--- src/rtl/game_countdown_timer.sv ---
// -----------------------------------------------------------------------------
// game_countdown_timer
//
// Parametrised BCD countdown timer that drives the game's time-left display.
// A prescaler divides ClockIn down to one count step every CLOCK_FREQUENCY
// cycles. A four-state run FSM (IDLE, RUN, PAUSED, EXPIRED) decides when the
// BCD count is allowed to move. The Expired output ends a game round in the
// game-control FSM.
//
// Parameters
//   CLOCK_FREQUENCY : ClockIn cycles per count step (>= 2)
//   NUM_DIGITS      : number of BCD digits (1..6)
//   START_VALUE     : decimal value loaded on reset (< 10**NUM_DIGITS)
//   WARN_THRESHOLD  : decimal warning level (only with TIMER_WARN_EN)
//
// Ports
//   ClockIn     in   system clock
//   Reset       in   synchronous, active-high reset
//   Start       in   level: start counting from IDLE, or resume from PAUSED
//   Pause       in   level: freeze counting while running
//   Load        in   level: load LoadValue (digits > 9 clamp to 9), go idle
//   LoadValue   in   BCD value to load, digit 0 in [3:0]
//   Count       out  registered BCD time remaining, digit 0 in [3:0]
//   Running     out  high while in RUN
//   Expired     out  high while in EXPIRED
//   ExpirePulse out  one-cycle pulse on entry to EXPIRED
//   SecondTick  out  one-cycle pulse in the cycle Count shows a decremented value
//   Warn        out  low-time warning flag
//
// Optional feature macro: TIMER_WARN_EN
//   Defined   : Warn is a registered flag. It is high in RUN or PAUSED while
//               Count <= WARN_THRESHOLD.
//   Undefined : Warn is tied low and no comparator is built.
//
// Control priority each cycle: Reset > Load > Pause > Start.
// -----------------------------------------------------------------------------
module game_countdown_timer #(
    parameter int CLOCK_FREQUENCY = 50000000,
    parameter int NUM_DIGITS      = 2,
    parameter int START_VALUE     = 60,
    parameter int WARN_THRESHOLD  = 10
) (
    input  logic                      ClockIn,
    input  logic                      Reset,
    input  logic                      Start,
    input  logic                      Pause,
    input  logic                      Load,
    input  logic [4*NUM_DIGITS-1:0]   LoadValue,
    output logic [4*NUM_DIGITS-1:0]   Count,
    output logic                      Running,
    output logic                      Expired,
    output logic                      ExpirePulse,
    output logic                      SecondTick,
    output logic                      Warn
);

    localparam int CW = 4 * NUM_DIGITS;
    localparam int DW = $clog2(CLOCK_FREQUENCY);

    localparam logic [DW-1:0] DIV_RELOAD = DW'(CLOCK_FREQUENCY - 1);
    localparam logic [CW-1:0] ZERO_BCD   = {CW{1'b0}};

    typedef enum logic [1:0] {
        ST_IDLE    = 2'd0,
        ST_RUN     = 2'd1,
        ST_PAUSED  = 2'd2,
        ST_EXPIRED = 2'd3
    } state_t;

    // -------------------------------------------------------------------------
    // Helper functions
    // -------------------------------------------------------------------------

    // Convert a decimal constant into packed BCD. Used only at elaboration.
    function automatic logic [CW-1:0] to_bcd(input int value);
        logic [CW-1:0] result;
        int            rem;
        result = {CW{1'b0}};
        rem    = value;
        for (int i = 0; i < NUM_DIGITS; i++) begin
            result[4*i +: 4] = 4'(rem % 10);
            rem              = rem / 10;
        end
        return result;
    endfunction

    // Force any non-decimal nibble (A..F) down to 9.
    function automatic logic [CW-1:0] bcd_clamp(input logic [CW-1:0] value);
        logic [CW-1:0] result;
        result = value;
        for (int i = 0; i < NUM_DIGITS; i++) begin
            if (value[4*i +: 4] > 4'd9) begin
                result[4*i +: 4] = 4'd9;
            end else begin
                result[4*i +: 4] = value[4*i +: 4];
            end
        end
        return result;
    endfunction

    // Subtract one from a valid BCD number. The borrow ripples upward: a 0
    // digit wraps to 9 and keeps borrowing, and the first nonzero digit
    // absorbs the borrow.
    function automatic logic [CW-1:0] bcd_dec(input logic [CW-1:0] value);
        logic [CW-1:0] result;
        logic          borrow;
        result = value;
        borrow = 1'b1;
        for (int i = 0; i < NUM_DIGITS; i++) begin
            if (borrow) begin
                if (value[4*i +: 4] == 4'd0) begin
                    result[4*i +: 4] = 4'd9;
                    borrow           = 1'b1;
                end else begin
                    result[4*i +: 4] = value[4*i +: 4] - 4'd1;
                    borrow           = 1'b0;
                end
            end else begin
                result[4*i +: 4] = value[4*i +: 4];
            end
        end
        return result;
    endfunction

    localparam logic [CW-1:0] START_BCD = to_bcd(START_VALUE);

    // -------------------------------------------------------------------------
    // State and output registers
    // -------------------------------------------------------------------------
    state_t          state_q, state_d;
    logic [CW-1:0]   count_q, count_d;
    logic [DW-1:0]   div_q, div_d;
    logic            running_q, running_d;
    logic            expired_q, expired_d;
    logic            pulse_q, pulse_d;
    logic            tick_q, tick_d;

    logic            count_zero_s;
    logic            div_zero_s;
    logic [CW-1:0]   count_dec_s;
    logic [CW-1:0]   load_clamped_s;
    logic            go_s;

    assign count_zero_s   = (count_q == ZERO_BCD);
    assign div_zero_s     = (div_q == {DW{1'b0}});
    assign count_dec_s    = bcd_dec(count_q);
    assign load_clamped_s = bcd_clamp(LoadValue);
    // Pause outranks Start, so a simultaneous Pause masks Start in every state.
    assign go_s           = Start & ~Pause;

    // Next-state, divider and count logic for the run FSM.
    always_comb begin
        state_d = state_q;
        count_d = count_q;
        div_d   = div_q;
        tick_d  = 1'b0;
        pulse_d = 1'b0;

        if (Load) begin
            // Loading aborts any second in progress. No tick or pulse is issued.
            state_d = ST_IDLE;
            count_d = load_clamped_s;
            div_d   = DIV_RELOAD;
        end else begin
            case (state_q)
                ST_IDLE: begin
                    if (go_s) begin
                        // Reload so the first step lands a full period after Start.
                        div_d = DIV_RELOAD;
                        if (count_zero_s) begin
                            state_d = ST_EXPIRED;
                            pulse_d = 1'b1;
                        end else begin
                            state_d = ST_RUN;
                        end
                    end else begin
                        state_d = ST_IDLE;
                    end
                end

                ST_RUN: begin
                    if (Pause) begin
                        // Freeze the divider as-is (even at 0) so no partial
                        // second is lost or double-counted on resume.
                        state_d = ST_PAUSED;
                    end else if (div_zero_s) begin
                        div_d   = DIV_RELOAD;
                        count_d = count_dec_s;
                        tick_d  = 1'b1;
                        if (count_dec_s == ZERO_BCD) begin
                            state_d = ST_EXPIRED;
                            pulse_d = 1'b1;
                        end else begin
                            state_d = ST_RUN;
                        end
                    end else begin
                        div_d = div_q - DW'(1'b1);
                    end
                end

                ST_PAUSED: begin
                    if (go_s) begin
                        state_d = ST_RUN;
                    end else begin
                        state_d = ST_PAUSED;
                    end
                end

                ST_EXPIRED: begin
                    // Only Load or Reset leaves this state.
                    state_d = ST_EXPIRED;
                    count_d = ZERO_BCD;
                end

                default: begin
                    state_d = ST_IDLE;
                    count_d = START_BCD;
                    div_d   = DIV_RELOAD;
                end
            endcase
        end

        // Status flags follow the next state so they line up with Count.
        running_d = (state_d == ST_RUN);
        expired_d = (state_d == ST_EXPIRED);
    end

    // State, counter and status register bank with synchronous reset.
    always_ff @(posedge ClockIn) begin
        if (Reset) begin
            state_q   <= ST_IDLE;
            count_q   <= START_BCD;
            div_q     <= DIV_RELOAD;
            running_q <= 1'b0;
            expired_q <= 1'b0;
            pulse_q   <= 1'b0;
            tick_q    <= 1'b0;
        end else begin
            state_q   <= state_d;
            count_q   <= count_d;
            div_q     <= div_d;
            running_q <= running_d;
            expired_q <= expired_d;
            pulse_q   <= pulse_d;
            tick_q    <= tick_d;
        end
    end

    assign Count       = count_q;
    assign Running     = running_q;
    assign Expired     = expired_q;
    assign ExpirePulse = pulse_q;
    assign SecondTick  = tick_q;

    // -------------------------------------------------------------------------
    // Optional low-time warning
    // -------------------------------------------------------------------------
`ifdef TIMER_WARN_EN
    localparam int MAX_VALUE  = (10 ** NUM_DIGITS) - 1;
    localparam int WARN_LEVEL = (WARN_THRESHOLD > MAX_VALUE) ? MAX_VALUE : WARN_THRESHOLD;
    // Valid BCD orders the same way as its unsigned bit pattern, so the
    // threshold test works directly on the digits.
    localparam logic [CW-1:0] WARN_BCD = to_bcd(WARN_LEVEL);

    logic warn_q, warn_d;

    // Warning is active only while a round is live (running or paused).
    always_comb begin
        warn_d = 1'b0;
        if ((state_d == ST_RUN) || (state_d == ST_PAUSED)) begin
            warn_d = (count_d <= WARN_BCD);
        end else begin
            warn_d = 1'b0;
        end
    end

    // Warning flag register.
    always_ff @(posedge ClockIn) begin
        if (Reset) begin
            warn_q <= 1'b0;
        end else begin
            warn_q <= warn_d;
        end
    end

    assign Warn = warn_q;
`else
    assign Warn = 1'b0;
`endif

endmodule

--- config.mk ---
export PLATFORM = sky130hd
export DESIGN_NAME = game_countdown_timer
export DESIGN_NICKNAME = d
export VERILOG_FILES = /design/src/rtl/game_countdown_timer.sv
export SDC_FILE = /design/constraint.sdc
export NUM_CORES = 1
export LEC_CHECK = 0
export ABC_AREA = 1
export ABC_CLOCK_PERIOD_IN_PS = 2000
export CORE_MARGIN = 4
export CORE_UTILIZATION = 55
export CTS_CLUSTER_DIAMETER = 200
export DETAILED_ROUTE_END_ITERATION = 6
export PLACE_DENSITY = 0.79
export SLEW_MARGIN = 10
export SYNTH_ARGS = -nofsm -noshare
export SYNTH_HDL_FRONTEND = slang
export SYNTH_SLANG_ARGS = --single-unit
--- constraint.sdc ---
create_clock -name ClockIn -period 2 [get_ports ClockIn]
set_clock_uncertainty 0.1 [all_clocks]
set_input_delay 0.5 -clock ClockIn [delete_from_list [all_inputs] [get_ports ClockIn]]
set_output_delay 0.5 -clock ClockIn [all_outputs]
set_load 0.02 [all_outputs]
==> impl_results.md, run 1 <==
* Grt total ovfl at 0
* Synth unique cells at 38
* Wire length per cell at between 10 and 15 um
* Net Count, Synth at 343
* Dpl hpwl at 4050 um
* Synthesis-stage register bit count at 40
* Yosys top cell area share at 35.6%
* Final hold vios at 0
* All-Layer GR Usage at 22.0%
* First-pass GRT wire length at roughly 9000 um
* Number of global-route vias before repair at roughly 2000
* Gp weighted congestion at 0.921
* Die height at 72.0 um
* Peak supply drop at 0.458 mV
* H-tree Lvls at 2
* Initial core utilization at 59.3%
* Startpoint types: flop
* Area leader, netlist: dfxtp_1
* Synth Cell Area at ~2300 um^2
* Post-synth EDFFs at 0
* Min setup slack post-route at 91.0 ps
* Status: finished, final reports clean
* Hold crit path type: flop to flop
* CP Buf/Inv Count at 1
* Setup violators final at 0
* Most used DFF post-synth: dfxtp_1
* DRC viols at 0
* Crit Path Class: flop to output port
* Fin nets at 390
* CTS tree: done
* Avg Synthesized Cell Area at 6.85 um^2
* RSZ-0062 raised after global routing: yes
* Final core area utilization at 73.5%
* Most instantiated cells after synthesis: 64 x nand2_1, 50 x nor2_1, 40 x dfxtp_1, 37 x inv_1, 24 x nand3_1
* Async S/R FF share, synth at 0%
* Pleak at approximately 1.2 nW
* Final WL at slightly above 5000 um
* Largest net degree at the start of global routing at 14
* Max clock buf depth at 2
* CORE AREA at around 3800 um^2
* CP delay by family, top: buffers and inverters
* Setup Slack @ Placement at -229 ps
* Clk slew on worst S/H paths at ~80 ps
* ANT nets after route at 0
* 1st-pass router iterations at 4
* Worst EP arrival at 1310 ps
* Via count at about 2200
* Root buf cell: clkbuf_8
* Max Fanout on Critical Path at 4
* Port Buffers at 24
* FP Rows at 22
* Min cycle time layout at approximately 1900 ps
* Die Footprint at 5180 um^2
* # clock sinks at 40
* F_max at 0.524 GHz
* Synthesized instance count at 329
* Most frequent cell after synthesis: nand2_1
* Total CTS buffers at 5
* Number of setup buffers added after CTS at 0
* Reg-to-reg slack, setup at 160 ps
* Diode count at 0
* Top cells by area, synth: dfxtp_1 36%, nand2_1 11%, nor2_1 8.3%
* Worst path cell trace: clkdlybuf4s50_1
* Period utilization at 95.5%
* Fin. max-slew vios at 0
* Crit path largest cell delay at 630 ps
* IO Count at 26
* Crit end category: output port
* Sequential element share of the synthesized area at 35.6%
* Critical path's slowest cell: clkdlybuf4s50_1
* Layout cell share with drive strength beyond 1 at about 17%
* Via density at 5.21
* Chip width at 72.0 um
* Yosys warns at 0
* DRT iter0 DRCs at around 240
* CP Data Required Time at 1400 ps
* Later-pin clock latency in the skew report at ~290 ps
* Power per cell area at 593 nW/um^2
* Area growth, synth to finish at 23.9%
* Antenna violations before repair at 0
* Max-capacitance violation count at 0
* CTS Hold Bufs at 0
[per-layer routing]
layer / part of all wire [%] / wire length [um] / GRT usage [%] / vias up
li1: - / - / - / 1156
met1: 48 / 2500 / 30.1 / 1007
met2: 45 / 2330 / 34.9 / 46
met3: 5.7 / 298 / 4.71 / 6
met4: 1.4 / 72 / 6.47 / 0
met5: 0 / 0 / 0 / -
[what timing repair did]
item | in CTS | in global routing
endpoints found under the setup margin | 1 | 12
gates resized for setup | 1 | 4
gates cloned | 0 | 0
[worst paths after layout]
kind | startpoint | to | cells after the start
worst max register to register | Count[2]$_SDFFE_PP0P_ | state_q[1]$_SDFF_PP0_ | 11
worst max-delay path | Count[5]$_SDFFE_PP1P_ | Count[5] | 1
worst min-delay path | div_q[25]$_SDFFE_PP1P_ | div_q[25]$_SDFFE_PP1P_ | 2
worst min register to register | div_q[25]$_SDFFE_PP1P_ | div_q[25]$_SDFFE_PP1P_ | 2
[report_power, final]
part / switching, mW / leakage (nW) / internal [mW]
Sequential: 0.0181 / 0.325 / 0.811
Combinational: 0.142 / 0.840 / 0.111
Clock: 0.292 / 0.0516 / 0.282
[stage by stage]
stage	hold slack (ps)	instance area [um^2]	total power, mW	setup TNS (ps)	std cells
after floorplan	342	2250	0.994	0	329
after global placement	353	2680	1.09	-1660	417
after detailed placement	367	2680	1.10	-2700	417
after CTS	389	2780	1.67	0	425
after global routing	433	2790	1.74	-4.03	425
final	387	2790	1.66	0	425
[cell type report]
type | instances | area, um^2
timing repair buffer | 46 | 424
fill | 323 | 1010
inverter | 42 | 158
sequential | 40 | 801
clock inverter | 2 | 13.8
tap | 48 | 60.1
clock buffer | 6 | 82.6
multi-input combinational | 241 | 1250
[state kept, by name, summed over array words and instances (netlist names)]
name and count:
Running 1, Expired 1, div_q 26, Count 8
SecondTick 1, state_q 2, ExpirePulse 1
[layout by cell type (no fill, tap or decap), types with 3 or more instances in the layout]
cell type         n
dfxtp_1          40
a21oi_1          15
o21ai_0          11
xor2_1            9
nor2_1           50
nand2_1          64
inv_1            37
dlymetal6s2s_1    3
nand3_1          24
inv_2             5
buf_4            21
nor3_1            9
nand4_1           9
clkbuf_8          6
nor2_2           11
nor2_4            4
o211ai_1          3
or2_2             3
o22ai_1           3
clkdlybuf4s50_1  20
[logic make-up after synthesis]
logic type	share of synthesized area (%)
and+or+nand+nor	40.7
buffers and inverters	9.11
DFF	35.6
AOI/OAI and AO/OA	10.0
xor gates and xnor gates	3.89
adders and majority gates	0.555
other	0.167
Power figures use the tool's default switching activity.
==> run 2: changes to the inputs <==
ABC_CLOCK_PERIOD_IN_PS = unset   (was 2000)
PLACE_DENSITY = 0.83   (was 0.79)
==> run 2 against run 1 <==
  * Non-clock buffer count is 1 higher
  * Sequential cell count stayed put
  * Setup slack worse by 51 ps
  * Register-to-register slack worse by 30 ps
  * Wire length is 6.9% higher
  * Sequential power hardly changed
  * Combinational power hardly changed
  * Total power is 5.8% higher
  * Die area stayed put
  * Largest cell class unchanged
  * Hold slack better by 6.3 ps
  * Clock-buffer cell count is 1 lower
  * Maximum frequency is 2.6% lower
==> impl_results.md, run 2 (same netlist as run 1, synthesis figures left out) <==
* ANT nets after route at 0
* Final core area utilization at 74.5%
* Die height at 72.0 um
* Startpoint types: flop
* Via density at 5.35
* Period utilization at 98.0%
* CTS Hold Bufs at 0
* Total CTS buffers at 5
* Peak supply drop at 0.538 mV
* DRT iter0 DRCs at 267
* Worst path cell trace: clkdlybuf4s50_1
* Port Buffers at 24
* Fin nets at just under 400
* Final hold vios at 0
* Diode count at 0
* CP Buf/Inv Count at 1
* CP Data Required Time at 1400 ps
* Chip width at roughly 72 um
* All-Layer GR Usage at between 20% and 30%
* Status: finished, final reports clean
* Power per cell area at 619 nW/um^2
* Hold Worst Slack at 393 ps
* Max-capacitance violation count at 0
* 1st-pass router iterations at 5
* Crit path largest cell delay at 640 ps
* Worst EP arrival at ~1400 ps
* Placed cell areas at between 2000 and 3000 um^2
* Filler cells at 297
* CTS tree: done
* Die Footprint at 5180 um^2
* Min cycle time layout at between 1500 and 2000 ps
* Setup violators final at 0
* FP Rows at 22
* Wire length per cell at 13.0 um
* Max Fanout on Critical Path at 5
* Multi-input logic area at 1280 um^2
* Most frequent cells in the layout: 64 x nand2_1, 48 x nor2_1, 40 x dfxtp_1, 37 x inv_1
* Reg area at approximately 800 um^2
* First-pass GRT wire length at 9410 um
* Fin. max-slew vios at 0
* Hold crit path type: flop to flop
* Via count at 2277
* Max reg flops at 26
* Max clock buf depth at 2
* Layout cell share with drive strength beyond 1 at a little under a fifth
* Crit end category: output port
* Crit Path Class: flop to output port
* Commonest non-fill, non-tap cell in the layout: nand2_1
* H-tree Lvls at 2
* Later-pin clock latency in the skew report at 290 ps
* Dpl hpwl at a little over 4000 um
* Design area at 2830 um^2
* Critical path's slowest cell: clkdlybuf4s50_1
* IO Count at 26
* Antenna violations before repair at 0
* Area growth, synth to finish at 25.6%
* CORE AREA at 3800 um^2
* Biggest regs: div_q: 26 flops, Count: 8 flops, state_q: 2 flops
* CP delay by family, top: buffers and inverters
* Number of global-route vias before repair at 2156
* Final WL at roughly 5600 um
* Largest net degree at the start of global routing at 14
* # clock sinks at 40
* Grt total ovfl at 0
* DRC viols at 0
* Top reg by flops: div_q
* Gp weighted congestion at 0.887
* Initial core utilization at 59.3%
* F_max at 0.510 GHz
* Clk slew on worst S/H paths at 80 ps
* Reg-to-reg slack, setup at 130 ps
* Pleak at 1.22 nW
* Root buf cell: clkbuf_8
run 2: worst paths after layout:
path | cells past startpoint | from | to
setup / recovery | 1 | Count[7]$_SDFFE_PP0P_ | Count[7]
hold / removal | 2 | div_q[25]$_SDFFE_PP1P_ | div_q[25]$_SDFFE_PP1P_
setup reg to reg | 11 | div_q[1]$_SDFFE_PP1P_ | div_q[1]$_SDFFE_PP1P_
hold reg to reg | 2 | div_q[25]$_SDFFE_PP1P_ | div_q[25]$_SDFFE_PP1P_
run 2: tightest hold or removal path, stage by stage (launching register included):
cell and delay, ps:
dfxtp_1 340, nand2_1 60, nand3_1 70
run 2: cell type report:
class | count | share of cell area (%)
well taps | 48 | 2.12
multi-input cells | 241 | 45.2
flip-flops and latches | 40 | 28.3
clock buffers | 5 | 2.43
repair buffers | 47 | 14.9
clock inverters | 3 | 1.50
inverters | 42 | 5.57
run 2: what timing repair did:
action	in CTS	in global routing
resized for setup	0	10
setup buffers	0	1
setup endpoints to repair	0	23
run 2: per-layer routing:
metal	track usage (%)	share of wire [%]	up-vias
met2	35.3	46	70
met4	7.93	1.5	0
met3	4.99	5.1	8
met5	0	0	-
li1	-	-	1151
met1	30.7	47	1048
run 2: power by group:
group / total, mW / switching, mW / leakage (nW) / internal [mW]
clock network: 0.668 / 0.298 / 0.0541 / 0.369
registers: 0.831 / 0.0202 / 0.325 / 0.811
logic: 0.253 / 0.142 / 0.843 / 0.112
run 2: through the flow:
stage          worst slack (ps)  total power, mW  cells  TNS [ps]
2_1_floorplan               281            0.994    329         0
3_3_place_gp               -105             1.09    417      -900
3_5_place_dp               -160             1.09    417     -1970
4_1_cts                    14.4             1.75    425         0
5_1_grt                   -4.09             1.83    426     -4.09
6_report                   39.9             1.75    426         0
==> run 3: changes to the inputs <==
DONT_BUFFER_PORTS = 1   (was unset)
PLACE_DENSITY = 0.74   (was 0.83)
==> run 3 against run 2 <==
  * Hold slack worse by 230 ps
  * Setup slack improved by 130 ps
  * Sequential cell count did not move
  * Design area fell by 13%
  * Sequential power shrank 0.5%
  * Die area unchanged
  * Largest power group unchanged
  * Maximum frequency increased by 7.1%
  * First-iteration DRC count decreased by 33%
  * Clock-buffer cell count up 3
  * Register-to-register slack improved by 40 ps
  * Sequential share of layout area grew 4.2 points
==> impl_results.md, run 3 (same netlist as run 1, synthesis figures left out) <==
* Status: finished, final reports clean
* Max reg flops at 26
* Worst path cell trace: inv_2 > ha_1 > nand3_1 > nor2_1 > nand3_2 > nor2_4 > nor2_1 > nor2_2 > nor2_4 > o21ai_0
* CTS Hold Bufs at 0
* Total CTS buffers at 5
* Chip width at between 70 and 80 um
* Number of setup buffers added after CTS at 0
* Min cycle time layout at around 1800 ps
* Port Buffers at 0
* Power per cell area at 640 nW/um^2
* Worst-Margin Slew at 525 ps
* Gp weighted congestion at 0.896
* Initial core utilization at 59.3%
* Final core area utilization at 64.9%
* Placed cells at 384
* Die Footprint at 5180 um^2
* Largest net degree at the start of global routing at 16
* Crit end category: flop
* Setup violators final at 0
* Worst slew margin at 65.0%
* Wire length per cell at 12.9 um
* Grt total ovfl at 0
* Dpl hpwl at between 3000 and 4000 um
* Fin. max-slew vios at 0
* Cell count along the critical path at 10
* Number of global-route vias before repair at 1934
* Diode count at 0
* Critical path's slowest cell: dfxtp_1
* Final hold vios at 0
* RR Endpoint: div_q[0]$_SDFFE_PP1P_
* Hold Worst Slack at 160 ps
* FP Rows at 22
* Placed cell areas at 2360 um^2
* Startpoint types: flop
* Biggest regs: div_q: 26 flops, Count: 8 flops, state_q: 2 flops
* Area growth, synth to finish at 9.44%
* # clock sinks at 40
* Max clock buf depth at 2
* Via density at between 5 and 6
* CORE AREA at 3800 um^2
* DRC viols at 0
* Most frequent cells in the layout: 64 x nand2_1, 49 x nor2_1, 40 x dfxtp_1, 37 x inv_1, 24 x nand3_1
* Hold crit path type: input pin to flop
* Clk slew on worst S/H paths at 70 ps
* Later-pin clock latency in the skew report at ~300 ps
* Design area at 2460 um^2
* Critical R2R Launch: div_q[0]$_SDFFE_PP1P_
* Max Fanout on Critical Path at 15
* Final instance count without filler cells at 392
* Root buf cell: clkbuf_8
* Antenna violations before repair at 0
* Pleak at between 1 and 1.5 nW
* Final WL at approximately 5100 um
* Top reg by flops: div_q
* H-tree Lvls at 2
* CP Buf/Inv Count at 1
* Max-capacitance violation count at 0
* Layout cell share with drive strength beyond 1 at 15.7%
* First-pass GRT wire length at 8770 um
* Period utilization at between 90% and 100%
* Commonest non-fill, non-tap cell in the layout: nand2_1
* Die height at 72.0 um
* Crit Path Class: flop to flop
* RSZ-0062 raised after global routing: no
* CTS tree: done
* Worst EP arrival at 1890 ps
* CP startpoint: div_q[0]$_SDFFE_PP1P_
* ANT nets after route at 0
* Reg-to-reg slack, setup at 170 ps
* Peak supply drop at 0.519 mV
* F_max at ~0.55 GHz
* DRT iter0 DRCs at between 150 and 200
* Via count at around 2100
* 1st-pass router iterations at 5
* Worst R2R Path Depth at 10
* Setup_tns at 0 ps
* CP delay by family, top: simple AND/OR/NAND/NOR gates
* Critical path destination: div_q[0]$_SDFFE_PP1P_
* All-Layer GR Usage at 21.1%
* Crit path largest cell delay at 350 ps
* CP Data Required Time at 2060 ps
* Fin nets at 357
* IO Count at 26
[run 3: changes by cell type in the layout (fill, tap and decap cells not counted), sizes merged]
| cell | before | now |
|---|---|---|
| clkdlybuf4s50 | 21 | 0 |
| clkbuf | 5 | 8 |
| buf | 23 | 13 |
| dlymetal6s2s | 3 | 0 |
| clkinvlp | 1 | 0 |
| clkinv | 1 | 0 |
| bufinv | 1 | 0 |
[run 3: worst min-delay path by stage]
stage | from | to | slack, ps | depth (start not counted)
3_3_place_gp | div_q[25]$_SDFFE_PP1P_ | div_q[25]$_SDFFE_PP1P_ | 360 | 2
6_report | Reset | Count[3]$_SDFFE_PP0P_ | 160 | 1
3_5_place_dp | div_q[25]$_SDFFE_PP1P_ | div_q[25]$_SDFFE_PP1P_ | 360 | 2
4_1_cts | Reset | Count[3]$_SDFFE_PP0P_ | 150 | 1
2_1_floorplan | div_q[25]$_SDFFE_PP1P_ | div_q[25]$_SDFFE_PP1P_ | 340 | 2
5_1_grt | Reset | Count[7]$_SDFFE_PP0P_ | 150 | 1
[run 3: power breakdown]
part | internal (mW) | switching (mW) | total, mW
Sequential | 0.811 | 0.0160 | 0.827
Combinational | 0.0711 | 0.129 | 0.201
Clock | 0.281 | 0.269 | 0.550
Total | 1.16 | 0.415 | 1.58
[run 3: timing repair]
action | in CTS | in global routing
gates resized for setup | 1 | 2
endpoints found under the setup margin | 5 | 8
pin swaps | 0 | 0
[run 3: per-stage QoR]
stage	worst slack (ps)	power, mW
floorplan	281	0.994
global placement	28.0	1.04
detailed placement	-38.3	1.04
CTS	148	1.60
global route	11.9	1.66
finish	170	1.58
[run 3: routing by layer]
layer,routed length [um],vias up,GRT usage (%),share of wire [%]
met3,326,9,4.16,6.4
met5,0,-,0,0
li1,-,1094,-,-
met2,2160,60,30.9,43
met1,2490,962,30.4,49
met4,93,0,8.14,1.8
[run 3: final cells by class]
| class | instances | area, um^2 |
|---|---|---|
| Timing Repair Buffer | 13 | 97.6 |
| Clock buffer | 8 | 90.1 |
| Multi-Input combinational cell | 241 | 1260 |
| Sequential cell | 40 | 801 |
| Fill cell | 357 | 1330 |
| Tap cell | 48 | 60.1 |
| Inverter | 42 | 158 |
